<file path="src/rtl/pipe_pkg.sv">
// Shared types and constants for the pipeline hazard controller.
// Stage vectors are indexed with IF_ID..MA_WB.
package pipe_pkg;

    typedef enum logic [1:0] {
        RUN        = 2'd0,
        TRAP_FLUSH = 2'd1,
        FENCE_WAIT = 2'd2
    } ctl_state_t;

    localparam int IF_ID = 0;
    localparam int ID_EX = 1;
    localparam int EX_MA = 2;
    localparam int MA_WB = 3;

    localparam int PIPE_REG_W = 5;

    typedef logic [3:0] stage_vec_t;

    localparam stage_vec_t STAGES_NONE = 4'b0000;
    localparam stage_vec_t STAGES_ALL  = 4'b1111;

    // Build a stage vector from one flag per stage register.
    function automatic stage_vec_t stage_mask(
        input logic if_id,
        input logic id_ex,
        input logic ex_ma,
        input logic ma_wb
    );
        stage_vec_t m;
        m        = STAGES_NONE;
        m[IF_ID] = if_id;
        m[ID_EX] = id_ex;
        m[EX_MA] = ex_ma;
        m[MA_WB] = ma_wb;
        return m;
    endfunction

endpackage

</file>
<file path="src/rtl/pipe_hazard_ctl_load_use_detect.sv">
// Load-use hazard compare: the instruction in ID reads the register that a
// load in EX has not yet produced. x0 never creates a hazard.
module load_use_detect #(
    parameter int REG_W = 5
) (
    input  logic [REG_W-1:0] id_rs1,
    input  logic [REG_W-1:0] id_rs2,
    input  logic             id_rs1_en,
    input  logic             id_rs2_en,
    input  logic [REG_W-1:0] ex_rd,
    input  logic             ex_load,
    output logic             hazard
);

    logic rd_nonzero_s;
    logic rs1_hit_s;
    logic rs2_hit_s;

    assign rd_nonzero_s = (ex_rd != {REG_W{1'b0}});
    assign rs1_hit_s    = id_rs1_en & (id_rs1 == ex_rd);
    assign rs2_hit_s    = id_rs2_en & (id_rs2 == ex_rd);
    assign hazard       = ex_load & rd_nonzero_s & (rs1_hit_s | rs2_hit_s);

endmodule

</file>
<file path="src/rtl/pipe_hazard_ctl.sv">
// Central stall/flush sequencer for the if_id, id_ex, ex_ma and ma_wb stage
// registers. Resolves one hazard event per cycle by priority, and runs a
// small FSM for the multi-cycle trap flush and the fence.i drain.
// Optional performance counters are built when PIPE_HAZARD_PERF_EN is defined;
// otherwise stall_cnt/flush_cnt are tied to zero.
module pipe_hazard_ctl
    import pipe_pkg::*;
#(
    parameter int FLUSH_CYCLES = 2,
    parameter int REG_W        = PIPE_REG_W
) (
    input  logic             clk,
    input  logic             rst_n,
    input  logic [REG_W-1:0] id_rs1,
    input  logic [REG_W-1:0] id_rs2,
    input  logic             id_rs1_en,
    input  logic             id_rs2_en,
    input  logic [REG_W-1:0] ex_rd,
    input  logic             ex_load,
    input  logic             ex_busy,
    input  logic             ma_busy,
    input  logic             if_busy,
    input  logic             bj_en,
    input  logic             trap_en,
    input  logic             id_fence_i,
    input  logic             sb_empty,
    output logic             stall_pc,
    output logic             stall_if_id,
    output logic             stall_id_ex,
    output logic             stall_ex_ma,
    output logic             stall_ma_wb,
    output logic             clear_if_id,
    output logic             clear_id_ex,
    output logic             clear_ex_ma,
    output logic             clear_ma_wb,
    output logic             refetch,
    output logic [1:0]       ctl_state,
    output logic [31:0]      stall_cnt,
    output logic [31:0]      flush_cnt
);

    // Counter holds the flush cycles still to go after the current one.
    localparam int CNT_W = (FLUSH_CYCLES > 1) ? $clog2(FLUSH_CYCLES) : 1;
    localparam logic [CNT_W-1:0] CNT_RELOAD = CNT_W'(FLUSH_CYCLES - 1);
    localparam logic [CNT_W-1:0] CNT_ONE    = CNT_W'(1);
    localparam logic [CNT_W-1:0] CNT_ZERO   = {CNT_W{1'b0}};
    // A single-cycle flush is fully handled in the trap cycle itself.
    localparam ctl_state_t TRAP_NEXT = (FLUSH_CYCLES > 1) ? TRAP_FLUSH : RUN;
    localparam logic [CNT_W-1:0] TRAP_CNT = (FLUSH_CYCLES > 1) ? CNT_RELOAD : CNT_ZERO;

    ctl_state_t       state_r;
    ctl_state_t       state_s;
    logic [CNT_W-1:0] cnt_r;
    logic [CNT_W-1:0] cnt_s;
    stage_vec_t       stall_s;
    stage_vec_t       clear_s;
    logic             stall_pc_s;
    logic             refetch_s;
    logic             load_use_s;

    load_use_detect #(
        .REG_W (REG_W)
    ) u_load_use (
        .id_rs1    (id_rs1),
        .id_rs2    (id_rs2),
        .id_rs1_en (id_rs1_en),
        .id_rs2_en (id_rs2_en),
        .ex_rd     (ex_rd),
        .ex_load   (ex_load),
        .hazard    (load_use_s)
    );

    // FSM state and flush counter registers.
    always_ff @(posedge clk or negedge rst_n) begin
        if (!rst_n) begin
            state_r <= RUN;
            cnt_r   <= CNT_ZERO;
        end else begin
            state_r <= state_s;
            cnt_r   <= cnt_s;
        end
    end

    // Next-state and per-stage stall/clear decode, one event per cycle by priority.
    always_comb begin
        stall_s    = STAGES_NONE;
        clear_s    = STAGES_NONE;
        stall_pc_s = 1'b0;
        refetch_s  = 1'b0;
        state_s    = state_r;
        cnt_s      = cnt_r;
        if (!rst_n) begin
            // Bubbles everywhere while the core is held in reset.
            clear_s = STAGES_ALL;
            state_s = RUN;
            cnt_s   = CNT_ZERO;
        end else begin
            case (state_r)
                RUN: begin
                    if (trap_en) begin
                        clear_s = STAGES_ALL;
                        state_s = TRAP_NEXT;
                        cnt_s   = TRAP_CNT;
                    end else if (ma_busy) begin
                        stall_pc_s = 1'b1;
                        stall_s    = stage_mask(1'b1, 1'b1, 1'b1, 1'b0);
                        clear_s    = stage_mask(1'b0, 1'b0, 1'b0, 1'b1);
                    end else if (ex_busy) begin
                        stall_pc_s = 1'b1;
                        stall_s    = stage_mask(1'b1, 1'b1, 1'b0, 1'b0);
                        clear_s    = stage_mask(1'b0, 1'b0, 1'b1, 1'b0);
                    end else if (bj_en) begin
                        // Redirect proceeds: PC loads the branch target.
                        clear_s = stage_mask(1'b1, 1'b1, 1'b0, 1'b0);
                    end else if (load_use_s) begin
                        stall_pc_s = 1'b1;
                        stall_s    = stage_mask(1'b1, 1'b0, 1'b0, 1'b0);
                        clear_s    = stage_mask(1'b0, 1'b1, 1'b0, 1'b0);
                    end else if (id_fence_i) begin
                        // fence.i moves on to EX; nothing new is fetched behind it.
                        stall_pc_s = 1'b1;
                        clear_s    = stage_mask(1'b1, 1'b0, 1'b0, 1'b0);
                        state_s    = FENCE_WAIT;
                    end else if (if_busy) begin
                        clear_s = stage_mask(1'b1, 1'b0, 1'b0, 1'b0);
                    end else begin
                        state_s = RUN;
                    end
                end
                TRAP_FLUSH: begin
                    clear_s = STAGES_ALL;
                    if (trap_en) begin
                        cnt_s = CNT_RELOAD;
                    end else if (cnt_r <= CNT_ONE) begin
                        state_s = RUN;
                        cnt_s   = CNT_ZERO;
                    end else begin
                        cnt_s = cnt_r - CNT_ONE;
                    end
                end
                FENCE_WAIT: begin
                    stall_pc_s = 1'b1;
                    if (trap_en) begin
                        // Trap abandons the drain; the handler fetch replaces refetch.
                        clear_s = STAGES_ALL;
                        state_s = TRAP_NEXT;
                        cnt_s   = TRAP_CNT;
                    end else begin
                        // if_id only ever holds a bubble here, so it is cleared, not held.
                        clear_s[IF_ID] = 1'b1;
                        if (ma_busy) begin
                            stall_s[ID_EX] = 1'b1;
                            stall_s[EX_MA] = 1'b1;
                            clear_s[MA_WB] = 1'b1;
                        end else if (ex_busy) begin
                            stall_s[ID_EX] = 1'b1;
                            clear_s[EX_MA] = 1'b1;
                        end else if (bj_en) begin
                            clear_s[ID_EX] = 1'b1;
                        end else begin
                            clear_s[ID_EX] = 1'b0;
                        end
                        if (sb_empty && !ma_busy) begin
                            refetch_s = 1'b1;
                            state_s   = RUN;
                        end else begin
                            state_s = FENCE_WAIT;
                        end
                    end
                end
                default: begin
                    clear_s = STAGES_ALL;
                    state_s = RUN;
                    cnt_s   = CNT_ZERO;
                end
            endcase
        end
    end

    assign stall_pc    = stall_pc_s;
    assign stall_if_id = stall_s[IF_ID];
    assign stall_id_ex = stall_s[ID_EX];
    assign stall_ex_ma = stall_s[EX_MA];
    assign stall_ma_wb = stall_s[MA_WB];
    assign clear_if_id = clear_s[IF_ID];
    assign clear_id_ex = clear_s[ID_EX];
    assign clear_ex_ma = clear_s[EX_MA];
    assign clear_ma_wb = clear_s[MA_WB];
    assign refetch     = refetch_s;
    assign ctl_state   = state_r;

`ifdef PIPE_HAZARD_PERF_EN
    logic [31:0] stall_cnt_r;
    logic [31:0] flush_cnt_r;
    logic        flush_evt_s;

    // A flush starts on any accepted trap, or on a branch redirect not masked by a stall.
    assign flush_evt_s = trap_en |
                         ((state_r != TRAP_FLUSH) & bj_en & ~ma_busy & ~ex_busy);

    // Free-running performance counters, wrapping at 2^32.
    always_ff @(posedge clk or negedge rst_n) begin
        if (!rst_n) begin
            stall_cnt_r <= 32'd0;
            flush_cnt_r <= 32'd0;
        end else begin
            stall_cnt_r <= stall_cnt_r + {31'd0, stall_pc_s};
            flush_cnt_r <= flush_cnt_r + {31'd0, flush_evt_s};
        end
    end

    assign stall_cnt = stall_cnt_r;
    assign flush_cnt = flush_cnt_r;
`else
    assign stall_cnt = 32'd0;
    assign flush_cnt = 32'd0;
`endif

endmodule

</file>
<file path="config.mk">
export PLATFORM = sky130hd
export DESIGN_NAME = pipe_hazard_ctl
export DESIGN_NICKNAME = d
export VERILOG_FILES = /design/src/rtl/pipe_pkg.sv /design/src/rtl/pipe_hazard_ctl_load_use_detect.sv /design/src/rtl/pipe_hazard_ctl.sv
export SDC_FILE = /design/constraint.sdc
export NUM_CORES = 1
export LEC_CHECK = 0
export CAP_MARGIN = 10
export CELL_PAD_IN_SITES_DETAIL_PLACEMENT = 2
export CELL_PAD_IN_SITES_GLOBAL_PLACEMENT = 2
export CORE_MARGIN = 10
export CORE_UTILIZATION = 12
export DETAILED_ROUTE_END_ITERATION = 16
export PLACE_DENSITY = 0.82
export SLEW_MARGIN = 20
export SYNTH_ARGS = -nofsm -noshare
export SYNTH_HDL_FRONTEND = slang
export SYNTH_HIERARCHICAL = 1
export SYNTH_SLANG_ARGS = --single-unit
</file>
<file path="constraint.sdc">
create_clock -name clk -period 4.3 [get_ports clk]
set_input_delay 0.86 -clock clk [delete_from_list [all_inputs] [get_ports clk]]
set_output_delay 0.86 -clock clk [all_outputs]
set_load 0.01 [all_outputs]
</file>
# After elaboration in Yosys (flattened, before gate mapping)

Cells that the tools add are included.

Add/subtract/negate cells: 1
$lt $le $gt $ge: 1
Eq/ne operators: 12
Mux-type cells: 56
Bitwise gates (word level): 5
Reductions and logical operators: 6

Operators with widths:

| operator            | number |
|---|---|
| $mux 2              | 17 |
| $mux 1              | 26 |
| $mux 4              | 5 |
| $ne 4x4->1 const B  | 4 |
| $eq 5x5->1          | 2 |
| $mux 3              | 3 |
| $pmux 4 s2          | 1 |
| $reduce_and 7->1    | 1 |
| $ne 3x3->1 const B  | 2 |
| $pmux 2 s3          | 1 |
| $ne 5x5->1 const B  | 1 |
| $reduce_bool 5->1   | 1 |
| $and 1x1->1         | 4 |
| $pmux 1 s2          | 2 |
| $pmux 2 s2          | 1 |
| $ne 3x2->1 const B  | 1 |
| $eq 2x1->1 const B  | 1 |
| $eq 2x2->1 const B  | 1 |
| $logic_not 2->1     | 1 |
| $reduce_or 2->1     | 1 |
| $le 1x1->1 const B  | 1 |
| $logic_and 1x1->1   | 1 |
| $logic_not 1->1     | 1 |
| $or 1x1->1          | 1 |
| $sub 1x1->1 const B | 1 |

Flip-flop bits (word level): 3
Input bits: 27
Output and inout bits: 76
Logic and storage cells: 83

# Logic depth before layout (Yosys ltp)

Gate-level depths: netlist of the first run.

Word-level depth: 11
Gate-level depth with buffers: 7
Mapped depth without buffers: 7

# Modules after synthesis

Netlist of the first run, hierarchy kept.

Modules (own cells, without submodules):

| module          | times used | cells an instance | area an instance (um2) | sequential area each (um2) |
|---|---|---|---|---|
| pipe_hazard_ctl | 1          | 94                | 706.9                  | 50.0 |
| load_use_detect | 1          | 17                | 133.9                  | 0.0 |

# Worst setup path before layout of the first run

No wires, ideal clock.

Path type: input -> output
Start: input port ex_rd[1]
End: output port clear_if_id
Arrival time: 2.045 ns
Data required time: 3.440 ns
Slack: 1.395 ns
Stages: 6
Path buffers: 0
Cells stage by stage: or4_1 o21ai_1 a21oi_1 nor3_1 o21ai_0 nand3_1

Cells in the longest elaborated chain, start to end: 11
Elaborated cells on any way between the ends: 15
Classes of those cells: eq/ne (2); mux (7); bitwise (5); reduce/logical (1)

RTL lines:

| what                                  | line                                                                         | text |
|---|---|---|
| start, declared                       | pipe_hazard_ctl.sv:18                                                        | `input logic [REG_W-1:0] ex_rd,` |
| $eq 5x5->1, on equally long branches  | pipe_hazard_ctl_load_use_detect.sv:20, pipe_hazard_ctl_load_use_detect.sv:21 |  |
| $and 1x1->1, on equally long branches | pipe_hazard_ctl_load_use_detect.sv:20, pipe_hazard_ctl_load_use_detect.sv:21 |  |
| $or 1x1->1                            | pipe_hazard_ctl_load_use_detect.sv:22                                        | `assign hazard = ex_load & rd_nonzero_s & (rs1_hit_s \| rs2_hit_s);` |
| $and 1x1->1 *                         | pipe_hazard_ctl_load_use_detect.sv:22                                        |  |
| via load_use_s                        | pipe_hazard_ctl.sv:59                                                        | `logic load_use_s;` |
| $mux 2 *                              | pipe_hazard_ctl.sv:115                                                       | `end else if (load_use_s) begin` |
| $mux 2 *                              | pipe_hazard_ctl.sv:112                                                       | `end else if (bj_en) begin` |
| $mux 3 *                              | pipe_hazard_ctl.sv:108                                                       | `end else if (ex_busy) begin` |
| $mux 4 *                              | pipe_hazard_ctl.sv:104                                                       | `end else if (ma_busy) begin` |
| $mux 4 *                              | pipe_hazard_ctl.sv:100                                                       | `if (trap_en) begin` |
| $pmux 4 s2 *                          | pipe_hazard_ctl.sv:98                                                        | `case (state_r)` |
| $mux 4 *                              | pipe_hazard_ctl.sv:92                                                        | `if (!rst_n) begin` |
| end, declared                         | pipe_hazard_ctl.sv:32                                                        | `output logic clear_if_id,` |

The timed path passes the listed nets; every way through them passes the cells marked *.

# Final worst setup path of the first run

Start: input port ex_rd[4]
End: output port clear_id_ex

Cells in the longest elaborated chain, start to end: 11
Elaborated cells on any way between the ends: 15
Classes of those cells: eq/ne (2); mux (7); bitwise (5); reduce/logical (1)

RTL lines:

| what                                  | line                                                                         | text |
|---|---|---|
| $eq 5x5->1, on equally long branches  | pipe_hazard_ctl_load_use_detect.sv:20, pipe_hazard_ctl_load_use_detect.sv:21 |  |
| $and 1x1->1, on equally long branches | pipe_hazard_ctl_load_use_detect.sv:20, pipe_hazard_ctl_load_use_detect.sv:21 |  |
| $or 1x1->1                            | pipe_hazard_ctl_load_use_detect.sv:22                                        |  |
| $and 1x1->1 *                         | pipe_hazard_ctl_load_use_detect.sv:22                                        |  |
| via load_use_s                        | pipe_hazard_ctl.sv:59                                                        |  |
| $mux 2 *                              | pipe_hazard_ctl.sv:115                                                       |  |
| $mux 2 *                              | pipe_hazard_ctl.sv:112                                                       |  |
| $mux 3 *                              | pipe_hazard_ctl.sv:108                                                       |  |
| $mux 4 *                              | pipe_hazard_ctl.sv:104                                                       |  |
| $mux 4 *                              | pipe_hazard_ctl.sv:100                                                       |  |
| $pmux 4 s2 *                          | pipe_hazard_ctl.sv:98                                                        |  |
| $mux 4 *                              | pipe_hazard_ctl.sv:92                                                        |  |
| end, declared                         | pipe_hazard_ctl.sv:33                                                        | `output logic clear_id_ex,` |

Marked as above.

==> results of run 1 <==
==> worst max-delay path by stage <==
stage	to	slack, ns
2_1_floorplan	clear_if_id	1.40
3_3_place_gp	clear_if_id	-0.006
3_5_place_dp	clear_if_id	-0.02
4_1_cts	clear_if_id	0.17
5_1_grt	stall_pc	0.003
6_report	clear_id_ex	0.23
==> routing by layer <==
layer  track usage  up-vias  share of wire
met5             0        -              0
met4       0.00895        0              0
met3        0.0428        0           0.16
met2        0.0806       71           0.40
met1        0.0640      303           0.44
li1              -      313              -
==> area by class of cell <==
class / count / area, um2 / area share
multi-input cells: 106 / 541 / 0.478
repair buffers: 37 / 370 / 0.328
well taps: 96 / 120 / 0.106
flip-flops and latches: 2 / 50.0 / 0.0443
clock buffers: 3 / 41.3 / 0.0365
inverters: 2 / 7.51 / 0.00664
==> timing repair <==
| action | in CTS | in global routing |
|---|---|---|
| gates resized for setup | 1 | 0 |
| endpoints found under the hold margin | 0 | 0 |
| setup endpoints to repair | 1 | 0 |
==> through the flow <==
stage	TNS, ns	total power [mW]	cells	setup WS [ns]
after global routing	0	0.202	246	0.00298
after floorplan	0	0.109	175	1.40
after CTS	0	0.185	246	0.174
after global placement	-0.00553	0.108	243	-0.00553
after detailed placement	-0.0231	0.110	243	-0.0231
final	0	0.185	246	0.230
==> cells in the mapped netlist, drive strengths merged <==
library cell	count
buf	65
xor2	8
a21oi	4
nor2	4
nand3	3
nor3	3
nor4	3
o21ai	3
dfrtp	2
inv	2
nand2b	2
xnor2	2
a2111oi	1
a32oi	1
and2	1
and3b	1
conb	1
nand2	1
o21a	1
o31ai	1
or3	1
or4	1
==> worst max-delay path, delay by kind of cell <==
| kind | cells | cell delay, ns |
|---|---|---|
| AO/OA/AOI/OAI | 3 | 0.57 |
| AND/OR/NAND/NOR | 2 | 0.49 |
| XOR/XNOR | 1 | 0.20 |
| buffers and inverters | 2 | 1.08 |
==> cells by family (layout without fill, tap and decap cells) <==
family / after synthesis / after routing / share of synthesized area
AND/OR/NAND/NOR: 20 / 20 / 0.140
other: 1 / 65 / 0.00446
buffers and inverters: 67 / 42 / 0.589
flip-flops: 2 / 2 / 0.0595
XOR/XNOR: 10 / 10 / 0.104
AO/OA/AOI/OAI: 11 / 11 / 0.103
==> power by group <==
group,internal [mW],switching [mW],total [mW]
combinational,0.0376,0.0550,0.0926
sequential,0.0196,0.00102,0.0206
clock,0.0590,0.0125,0.0715
total,0.116,0.0685,0.185
==> results, run 1 <==
- The flow ran to the end, and the final reports show no timing, DRC or antenna violations.
- The tool flagged a number of max-cap violations equal to 0.
- The library cell used most frequently in the layout, excluding fill and tap cells, is conb_1.
- For this design the ratio of total power to cell area is between 150 and 200 mW/mm2.
- Yosys attributes the largest share of cell area to buf_4 58%, xor2_1 8.3%, dfrtp_1 6.0%.
- Counting along the longest clock path gives a buffer depth of 2.
- The register with the most flip-flops in the layout has 2 of them.
- The die covers about 0.011 mm2.
- The sequential-to-total area share from yosys stat is 0.0595.
- The setup violation total in the final timing report is 0.
- The number of clock buffers inserted by TritonCTS is 3.
- STA classifies the critical path startpoint as an input pin.
- The number of warnings reported in the yosys synthesis log is 6.
- The total half-perimeter wirelength after legalization and detailed placement is slightly above 3000 um.
- The buffer cell driving the clock tree root is clkbuf_8.
- The critical path launch point is ex_rd[4].
- The wire length per cell is approximately 13 um.
- The fraction of layout instances using a drive strength above 1 is 0.0467.
- For this configuration, the core starts out at a cell density of 0.124.
- The largest net degree at the start of global routing is 9.
- The synthesized area per cell is approximately 7.6 um2.
- slightly above 100 I/O pins were placed.
- In this run the number of H-tree levels came out at 1.
- For this run, the share of the core covered by cells in the final layout is 0.166.
- The class of the most critical hold timing path is flip-flop to flip-flop.
- The highest clock rate is approximately 250 MHz.
- For this run, the detailed router's first-pass iteration total came to 3.
- The final-layout worst hold slack is roughly 0.56 ns.
- The first global-routing pass estimated a little under 5000 um of wire.
- The gate count after technology mapping is ~110.
- The depth of the worst register-to-register path is 2.
- The number of fill cells in the layout is 839.
- Across all register-to-register paths, the minimum setup slack is about 3.3 ns.
- In this run, distinct cell masters in the synthesized netlist total 25.
- In this run the core area contains 30 standard-cell rows.
- Leaving out fill and tap cells, the most frequent cells in the layout are 65 x conb_1, 37 x clkdlybuf4s50_1, 8 x xor2_1.
- At the end of routability-driven placement, the weighted congestion stood at between 0.7 and 0.8.
- TritonCTS built the clock tree.
- The DRC violations left is 0.
- For this run, the slowest stage of the critical path takes around 0.6 ns.
- The horizontal extent of the die is 104 um.
- The final layout net count is 179.
- The setup path with the least slack is of type input pin to output port.
- In this run the critical register-to-register path is launched from ctl_state[0].
- Of the post-synthesis cell area, the dominant cell type holds 0.580.
- The destination of the worst hold path is ctl_state[0].
- Dividing the detail-routed via count by the number of cells gives between 2 and 3.
- The count of buffers added by post-CTS timing repair for setup is 0.
- For this run, the total global-route usage over all layers was measured as 0.0556.
- In this run the vertical extent of the chip is between 100 and 150 um.
- After global routing the overflow that remains totals 0.
- The initial antenna violation count was 0.
- For this design the static power due to leakage is approximately 0.50 nW.
- The count of inserted antenna diode cells is 0.
- The layout overhead on the synthesized area is 34.4%.
- Data on the critical path is required at its endpoint by roughly 3.4 ns.
- The depth of the worst hold-timing path is 1.
- The number of global-route vias before repair is 821.
- The maximum clock skew at final layout is about 0.0015 ns.
- In this run the worst path has a maximum fanout of 3.
- The top cell type by total area after synthesis is buf_4.
- The placed instance area is 0.00108 mm2.
- The count of nets left with antenna violations once routing finished came out at 0.
- The number of register bits inferred by synthesis is 2.
- The mapped cell area is 841 um2.
- The worst path needs between 4 and 5 ns of the cycle, external delays included.
- The max-slew violation count is 0.
- The signal on the critical path passes through clkdlybuf4s50_1 -> xor2_1 -> nor4_1 -> nand3_1 -> a21oi_1 -> a21oi_1 -> o31ai_1 -> clkdlybuf4s50_1.
- The number of input and output port buffers inserted is 37.
- Setup repair after global routing left no endpoint under its margin.
- The arrival time reported for the critical path endpoint is between 3 and 4 ns.
- The detailed-route via count is about 690.
- The core outline area is 0.00679 mm2.
- The violation count after the first detailed-route iteration is 3.
- The total wire length after detailed routing is around 3300 um.
- The number of hold violations in the final report came to 0.
- The standard cell with the maximum stage delay on the critical path is clkdlybuf4s50_1.
- The destination of the worst register-to-register timing path is ctl_state[1].
- Once layout is done, the placed cells without fillers occupy between 0.001 and 0.0015 mm2.
- The clock transition at the register clock pins on the worst setup and hold paths after CTS is ~0.030 ns.
- The number of clock sinks is 2.
- The clock latency on the worst-skew pair is between 0.2 and 0.25 ns.
- The kind of end point of the critical path is an output port.
- The post-route fraction of the period consumed by the critical path is 0.947.
- In this run, post-CTS hold repair placed 0 buffers.
- The hold path startpoint is ctl_state[0].
- VDD sags by at most about 0.16 mV.
No activity file was read; power rests on OpenSTA's default activity.
==> run 2, diff against run 1 <==
- CORE_UTILIZATION: 12 -> 11
- PLACE_DENSITY: 0.82 -> 0.76
- clock period: 4.3 -> 4.36 ns (I/O delays scaled with it)
==> run 2 against run 1 <==
Against the previous run: critical path depth is the same; clock power grew 4.9%; non-clock buffer count is the same; combinational power shrank 3.3%; cell area grew 0.33%.
==> results, run 2 (synthesis gave the netlist of run 1 again) <==
- The maximum clock skew at final layout is 0.00551 ns (was 0.00149 ns).
- The leakage power of the design is 0.498 nW (unchanged).
- The placed instance area is 0.00109 mm2 (was 0.00108 mm2).
- The layout overhead on the synthesized area was 34.8% (was 34.4%).
- After layout, the minimum clock period comes to slightly above 4 ns.
- The total global routing track utilization came to 0.0495 (was 0.0556).
- The clock share of power is 0.406 (was 0.387).
- The overall overflow remaining after global route came to 0 (unchanged).
- The register share of total power is 0.109 (was 0.111).
- The global-route wire length before repair is 4490 um (was 4840 um).
- The most common cell after layout, fill and taps aside is conb_1 (unchanged).
- The max-slew violation count is 0 (unchanged).
- The final weighted congestion in routability-driven placement is 0.666 (was 0.755).
- The origin of the critical flop-to-flop path was ctl_state[1] (was ctl_state[0]).
- The final standard cell area without fillers is 0.00113 mm2 (about the same).
- The setup violation total in the final timing report is 0 (unchanged).
- The termination of the worst setup path is clear_id_ex (unchanged).
- The number of max-cap violations came to 0 (unchanged).
- The quantity of hold-fixing buffers added after cts is 0 (unchanged).
- The clock latency on the worst-skew pair came to 0.22 ns (was 0.21 ns).
- The final layout net count was 179 (unchanged).
- The flop-to-flop setup slack is 3.38 ns (was 3.28 ns).
- Top library cells by usage in the layout, fill and taps aside: 65 x conb_1, 37 x clkdlybuf4s50_1, 8 x xor2_1 (unchanged).
- The wire length per cell is 12.5 um (was 13.4 um).
- The number of nets with antenna violations after routing came to 0 (unchanged).
- The detailed-route via count came to 678 (was 687).
- The part of the power in combinational logic was 0.485 (was 0.501).
- The depth of the worst hold-timing path is 1 (unchanged).
- The number of flip-flops in the largest register is 2 (unchanged).
- The count of inserted antenna diode cells is 0 (unchanged).
- The kind of end point of the critical path is an output port (unchanged).
- The number of clock buffers inserted by TritonCTS came to 3 (unchanged).
- The total wire length after detailed routing is 3120 um (was 3300 um).
- The horizontal extent of the die is 107 um (was 104 um).
- The number of input and output port buffers inserted is 37 (unchanged).
- The number of global-route vias before repair came to 774 (was 821).
- The total number of placement rows came to 31 (was 30).
- The class of the most critical hold timing path was flip-flop to flip-flop (unchanged).
- The category of the most critical setup path is input pin to output port (unchanged).
- The number of search-and-repair iterations in the first detailed-routing pass is 2 (was 3).
- The overall die area is 0.0115 mm2 (was 0.0108 mm2).
- The depth of the worst register-to-register path is 3 (was 2).
- The maximum net fanout on the critical path was 3 (unchanged).
- The internal power is 0.115 mW (was 0.116 mW).
- The critical path launch point is ex_rd[1] (was ex_rd[4]).
- The launching element type of the critical path is an input pin (unchanged).
- The buffer cell driving the clock tree root is clkbuf_8 (unchanged).
- The initial antenna violation count is 0 (unchanged).
- The arrival time reported for the critical path endpoint is 3.18 ns (was 3.21 ns).
- Unrepaired setup endpoints after global routing: no (unchanged).
- The maximum ir drop on the vdd rail is 0.0610 mV (was 0.164 mV).
- The switching fraction of total power is 0.378 (was 0.371).
- The effective utilization at floorplan is 0.115 (was 0.124).
- The DRC violations left was 0 (unchanged).
- The violation count after the first detailed-route iteration is 9 (was 3).
- The setup TNS is 0 ns (unchanged).
- The buffer depth of the longest clock path is 2 (unchanged).
- The worst endpoint required time was 3.49 ns (was 3.44 ns).
- The fraction of layout instances using a drive strength above 1 came to 0.0467 (unchanged).
- The power density normalized to cell area came to 163 mW/mm2 (about the same).
- The total half-perimeter wirelength after legalization and detailed placement was 2920 um (was 3030 um).
- The number of H-tree levels was 1 (unchanged).
- The net switching power was 0.0698 mW (was 0.0685 mW).
- Dividing the final minimum period by the clock period gives 0.929.
- The setup slack after placement is 0.168 ns (was -0.0231 ns).
- Outcome: completed (unchanged).
- The number of clock sinks is 2 (unchanged).
- The final worst setup slack was 0.309 ns (was 0.230 ns).
- The destination of the worst register-to-register timing path is ctl_state[1] (unchanged).
- The largest net degree at the start of global routing is 9 (unchanged).
- The height of the chip came to 107 um (was 104 um).
- The per-cell via count in the routed design is 2.72 (was 2.79).
- The clock transition at the register clock pins on the worst setup and hold paths after CTS is 0.03 ns (about the same).
- The highest clock rate is between 200 and 250 MHz.
- The number of hold violations in the final report was 0 (unchanged).
- The clock tree from TritonCTS is done (unchanged).
- The core outline area came to 0.00733 mm2 (was 0.00679 mm2).
- The number of top-level pins is 103 (unchanged).
==> run 2: cell counts in the layout (fill, tap and decap cells not counted) <==
Identical to the previous run, type by type.
==> run 2: power groups by stage <==
stage          Clock (mW)  Sequential (mW)  Combinational (mW)
5_1_grt            0.0787           0.0204               0.100
6_report           0.0750           0.0202              0.0895
3_3_place_gp            0           0.0204              0.0849
3_5_place_dp            0           0.0205              0.0864
4_1_cts            0.0789           0.0203              0.0867
2_1_floorplan           0           0.0206              0.0867
==> run 2: how the worst min path moves through the flow <==
stage	from	to	slack, ns
detailed placement	ctl_state[0]	ctl_state[0]	0.55
CTS	ctl_state[0]	ctl_state[0]	0.55
finish	ctl_state[0]	ctl_state[0]	0.54
floorplan	ctl_state[0]	ctl_state[0]	0.56
global route	ctl_state[0]	ctl_state[0]	0.58
global placement	ctl_state[0]	ctl_state[0]	0.53
==> run 2: layout make-up <==
type / count / area (um2)
clock buffer: 3 / 41.3
fill: 883 / 6200
inverter: 2 / 7.51
multi-input combinational: 106 / 541
sequential: 2 / 50.0
tap: 99 / 124
timing repair buffer: 37 / 370
==> run 2: repair_timing <==
item / in CTS / in global routing
setup buffers: 0 / 0
endpoints found under the setup margin: 0 / 1
gates resized for setup: 0 / 1
==> run 2: layer usage <==
metal	global-route usage	share of wire	vias to the layer above	routed length [um]
met2	0.0951	0.56	49	1740
met1	0.0429	0.32	312	991
met3	0.0251	0.11	5	347
met5	0	0	-	0
met4	0.0172	0.013	0	41
li1	-	-	312	-
==> run 2: stage by stage <==
step | power [mW] | hold slack [ns] | util | std cells
final | 0.185 | 0.541 | 0.155 | 249
after detailed placement | 0.107 | 0.548 | 0.148 | 246
after global routing | 0.199 | 0.580 | 0.155 | 249
after global placement | 0.105 | 0.533 | 0.148 | 246
after floorplan | 0.107 | 0.564 | - | 175
after CTS | 0.186 | 0.551 | 0.154 | 249
==> run 2: critical path: stages <==
cell,delay [ns]
clkdlybuf4s50_1,0.47
xor2_1,0.19
nor4_1,0.32
nand3_1,0.12
a21oi_1,0.25
a21oi_1,0.12
o31ai_1,0.23
clkdlybuf4s50_1,0.61
==> run 3, diff against run 2 <==
- CORE_UTILIZATION: 11 -> 27
- DONT_BUFFER_PORTS: default -> 1
- PLACE_DENSITY: 0.76 -> 0.75
==> run 3 against run 2 <==
Against the previous run: clock skew is 0.0051 ns lower; wire length is 17% lower; first-iteration DRC count is 44% higher; critical path depth is 2 lower; worst setup slack better by 0.89 ns; sequential share of layout area is 3.0 points higher; fmax is 28% higher.
==> results, run 3 (synthesis gave the netlist of run 1 again) <==
- Outcome: completed (unchanged).
- The buffer depth of the longest clock path was 2 (unchanged).
- The effective utilization at floorplan was 0.278 (was 0.115).
- The layout overhead on the synthesized area was -20.2% (was 34.8%).
- The max-slew violation count is 0 (unchanged).
- The leakage power of the design is 0.346 nW (was 0.498 nW).
- The power density normalized to cell area is 167 mW/mm2 (was 163 mW/mm2).
- The setup TNS came to 0 ns (unchanged).
- The number of H-tree levels is 1 (unchanged).
- The setup violation total in the final timing report is 0 (unchanged).
- The number of global-route vias before repair came to 631 (was 774).
- The fraction of layout instances using a drive strength above 1 came to 0.0531 (was 0.0467).
- The net switching power came to 0.0517 mW (was 0.0698 mW).
- The detailed-route via count is 533 (was 678).
- The height of the chip is 75.8 um (was 107 um).
- The number of clock buffers inserted by TritonCTS came to 3 (unchanged).
- The number of clock sinks is 2 (unchanged).
- The total half-perimeter wirelength after legalization and detailed placement was 2470 um (was 2920 um).
- In this run the tightest slew margin relative to its limit is 0.615.
- The post-route fraction of the period consumed by the critical path came to 0.724 (was 0.929).
- The part of the power in combinational logic is 0.455 (was 0.485).
- The launching element type of the critical path is an input pin (unchanged).
- The DRC violations left is 0 (unchanged).
- The total number of placement rows is 20 (was 31).
- The number of hold violations in the final report was 0 (unchanged).
- The clock transition at the register clock pins on the worst setup and hold paths after CTS is 0.03 ns (about the same).
- The violation count after the first detailed-route iteration is 13 (was 9).
- The arrival time reported for the critical path endpoint is 2.29 ns (was 3.18 ns).
- The number of input and output port buffers inserted is 0 (was 37).
- The number of nets with antenna violations after routing is 0 (unchanged).
- The final weighted congestion in routability-driven placement came to 0.713 (was 0.666).
- The horizontal extent of the die is 75.8 um (was 107 um).
- The global-route wire length before repair is 3270 um (was 4490 um).
- The count of non-filler cells in the finished layout came to 157 (was 249).
- The depth of the worst register-to-register path was 2 (was 3).
- The highest clock rate is 317 MHz (was 247 MHz).
- The total global routing track utilization is 0.0759 (was 0.0495).
- The most common cell after layout, fill and taps aside is conb_1 (unchanged).
- The standard cell with the maximum stage delay on the critical path is or4_1 (was clkdlybuf4s50_1).
- The kind of end point of the critical path is an output port (unchanged).
- The final worst setup slack is 1.20 ns (was 0.309 ns).
- The number of top-level pins is 103 (unchanged).
- The setup slack after placement is 1.19 ns (was 0.168 ns).
- The number of search-and-repair iterations in the first detailed-routing pass came to 2 (unchanged).
- The count of buffers added by post-CTS timing repair for setup is 0 (unchanged).
- The destination of the worst register-to-register timing path was ctl_state[1] (unchanged).
- The register share of total power was 0.185 (was 0.109).
- The final layout net count was 142 (was 179).
- The switching fraction of total power was 0.462 (was 0.378).
- The overall overflow remaining after global route is 0 (unchanged).
- The clock tree from TritonCTS is done (unchanged).
- The post-route minimum period came to 3.16 ns (was 4.05 ns).
- The overall die area was 0.00575 mm2 (was 0.0115 mm2).
- The class of the most critical hold timing path is input pin to asynchronous set/reset pin (was flip-flop to flip-flop).
- The count of inserted antenna diode cells was 0 (unchanged).
- The buffer cell driving the clock tree root is clkbuf_4 (was clkbuf_8).
- The cell count after placement came to 154 (was 246).
- The largest net degree at the start of global routing was 9 (unchanged).
- The number of max-cap violations is 0 (unchanged).
- Unrepaired setup endpoints after global routing: no (unchanged).
- The maximum net fanout on the critical path is 4 (was 3).
- The total wire length after detailed routing is 2590 um (was 3120 um).
- The initial antenna violation count is 0 (unchanged).
- The wire length per cell is 16.5 um (was 12.5 um).
- The number of gates resized after cts is 0 (unchanged).
- For the pin with the worst max-slew slack, the measured transition is approximately 0.57 ns.
- The category of the most critical setup path is input pin to output port (unchanged).
- The number of flip-flops in the largest register came to 2 (unchanged).
- The maximum ir drop on the vdd rail is 0.0536 mV (was 0.0610 mV).
- The clock latency on the worst-skew pair is 0.22 ns (about the same).
- Top library cells by usage in the layout, fill and taps aside: 65 x conb_1, 8 x xor2_1, 4 x a21oi_1 (was 65 x conb_1, 37 x clkdlybuf4s50_1, 8 x xor2_1).
- The quantity of hold-fixing buffers added after cts was 0 (unchanged).
- The maximum clock skew at final layout is 0.000395 ns (was 0.00551 ns).
- The per-cell via count in the routed design is 3.39 (was 2.72).
- The worst endpoint required time is 3.49 ns (about the same).
- The clock share of power is 0.360 (was 0.406).
- The flop-to-flop setup slack is 3.31 ns (was 3.38 ns).
- The core outline area is 0.00303 mm2 (was 0.00733 mm2).
- The origin of the critical flop-to-flop path is ctl_state[0] (was ctl_state[1]).
- The critical path's largest stage delay is 0.53 ns (was 0.61 ns).
- The internal power is 0.0601 mW (was 0.115 mW).
- Cells along the critical path: or4_1 -> o21ai_1 -> a21oi_1 -> nor3_1 -> o21ai_0 -> nand3_1 (was clkdlybuf4s50_1 -> xor2_1 -> nor4_1 -> nand3_1 -> a21oi_1 -> a21oi_1 -> o31ai_1 -> clkdlybuf4s50_1).
## run 3: cell count changes in the layout (fill, tap and decap cells not counted), sizes merged
cell / delta
clkdlybuf4s50: -37
## run 3: critical path, delay by kind of cell
kind,cells,cell delay [ns]
AO/OA/AOI/OAI,3,0.39
AND/OR/NAND/NOR,3,1.02
## run 3: metal layers
metal	GRT usage	wire length, um	vias to the layer above
met5	0	0	-
met4	0.0247	0	0
met3	0.0469	497	0
met2	0.154	1440	51
met1	0.0554	649	246
li1	-	-	236
## run 3: area by class of cell
| class | instances | area, um2 |
|---|---|---|
| Sequential cell | 2 | 50.0 |
| Fill cell | 386 | 2360 |
| Multi-Input combinational cell | 106 | 536 |
| Clock buffer | 3 | 22.5 |
| Tap cell | 44 | 55.1 |
| Inverter | 2 | 7.51 |
## run 3: how the worst max path moves through the flow
| stage | start | to |
|---|---|---|
| after global routing | ex_rd[1] | clear_if_id |
| after detailed placement | ex_rd[1] | clear_if_id |
| after floorplan | ex_rd[1] | clear_if_id |
| after global placement | ex_rd[1] | clear_id_ex |
| final | ex_rd[1] | clear_if_id |
| after CTS | ex_rd[1] | clear_if_id |
## run 3: per-stage QoR
step	power (mW)	util	cell area (um2)	hold WS, ns
2_1_floorplan	0.107	-	1080	0.564
3_3_place_gp	0.0669	0.214	648	0.577
3_5_place_dp	0.0683	0.214	648	0.577
4_1_cts	0.111	0.221	671	0.337
5_1_grt	0.121	0.221	671	0.337
6_report	0.112	0.221	671	0.348
## run 3: power groups by stage
stage               logic (mW)  registers, mW  clock network, mW
finish                  0.0509         0.0206             0.0402
CTS                     0.0475         0.0207             0.0430
detailed placement      0.0474         0.0209                  0
global placement        0.0461         0.0208                  0
floorplan               0.0867         0.0206                  0
global route            0.0572         0.0208             0.0435
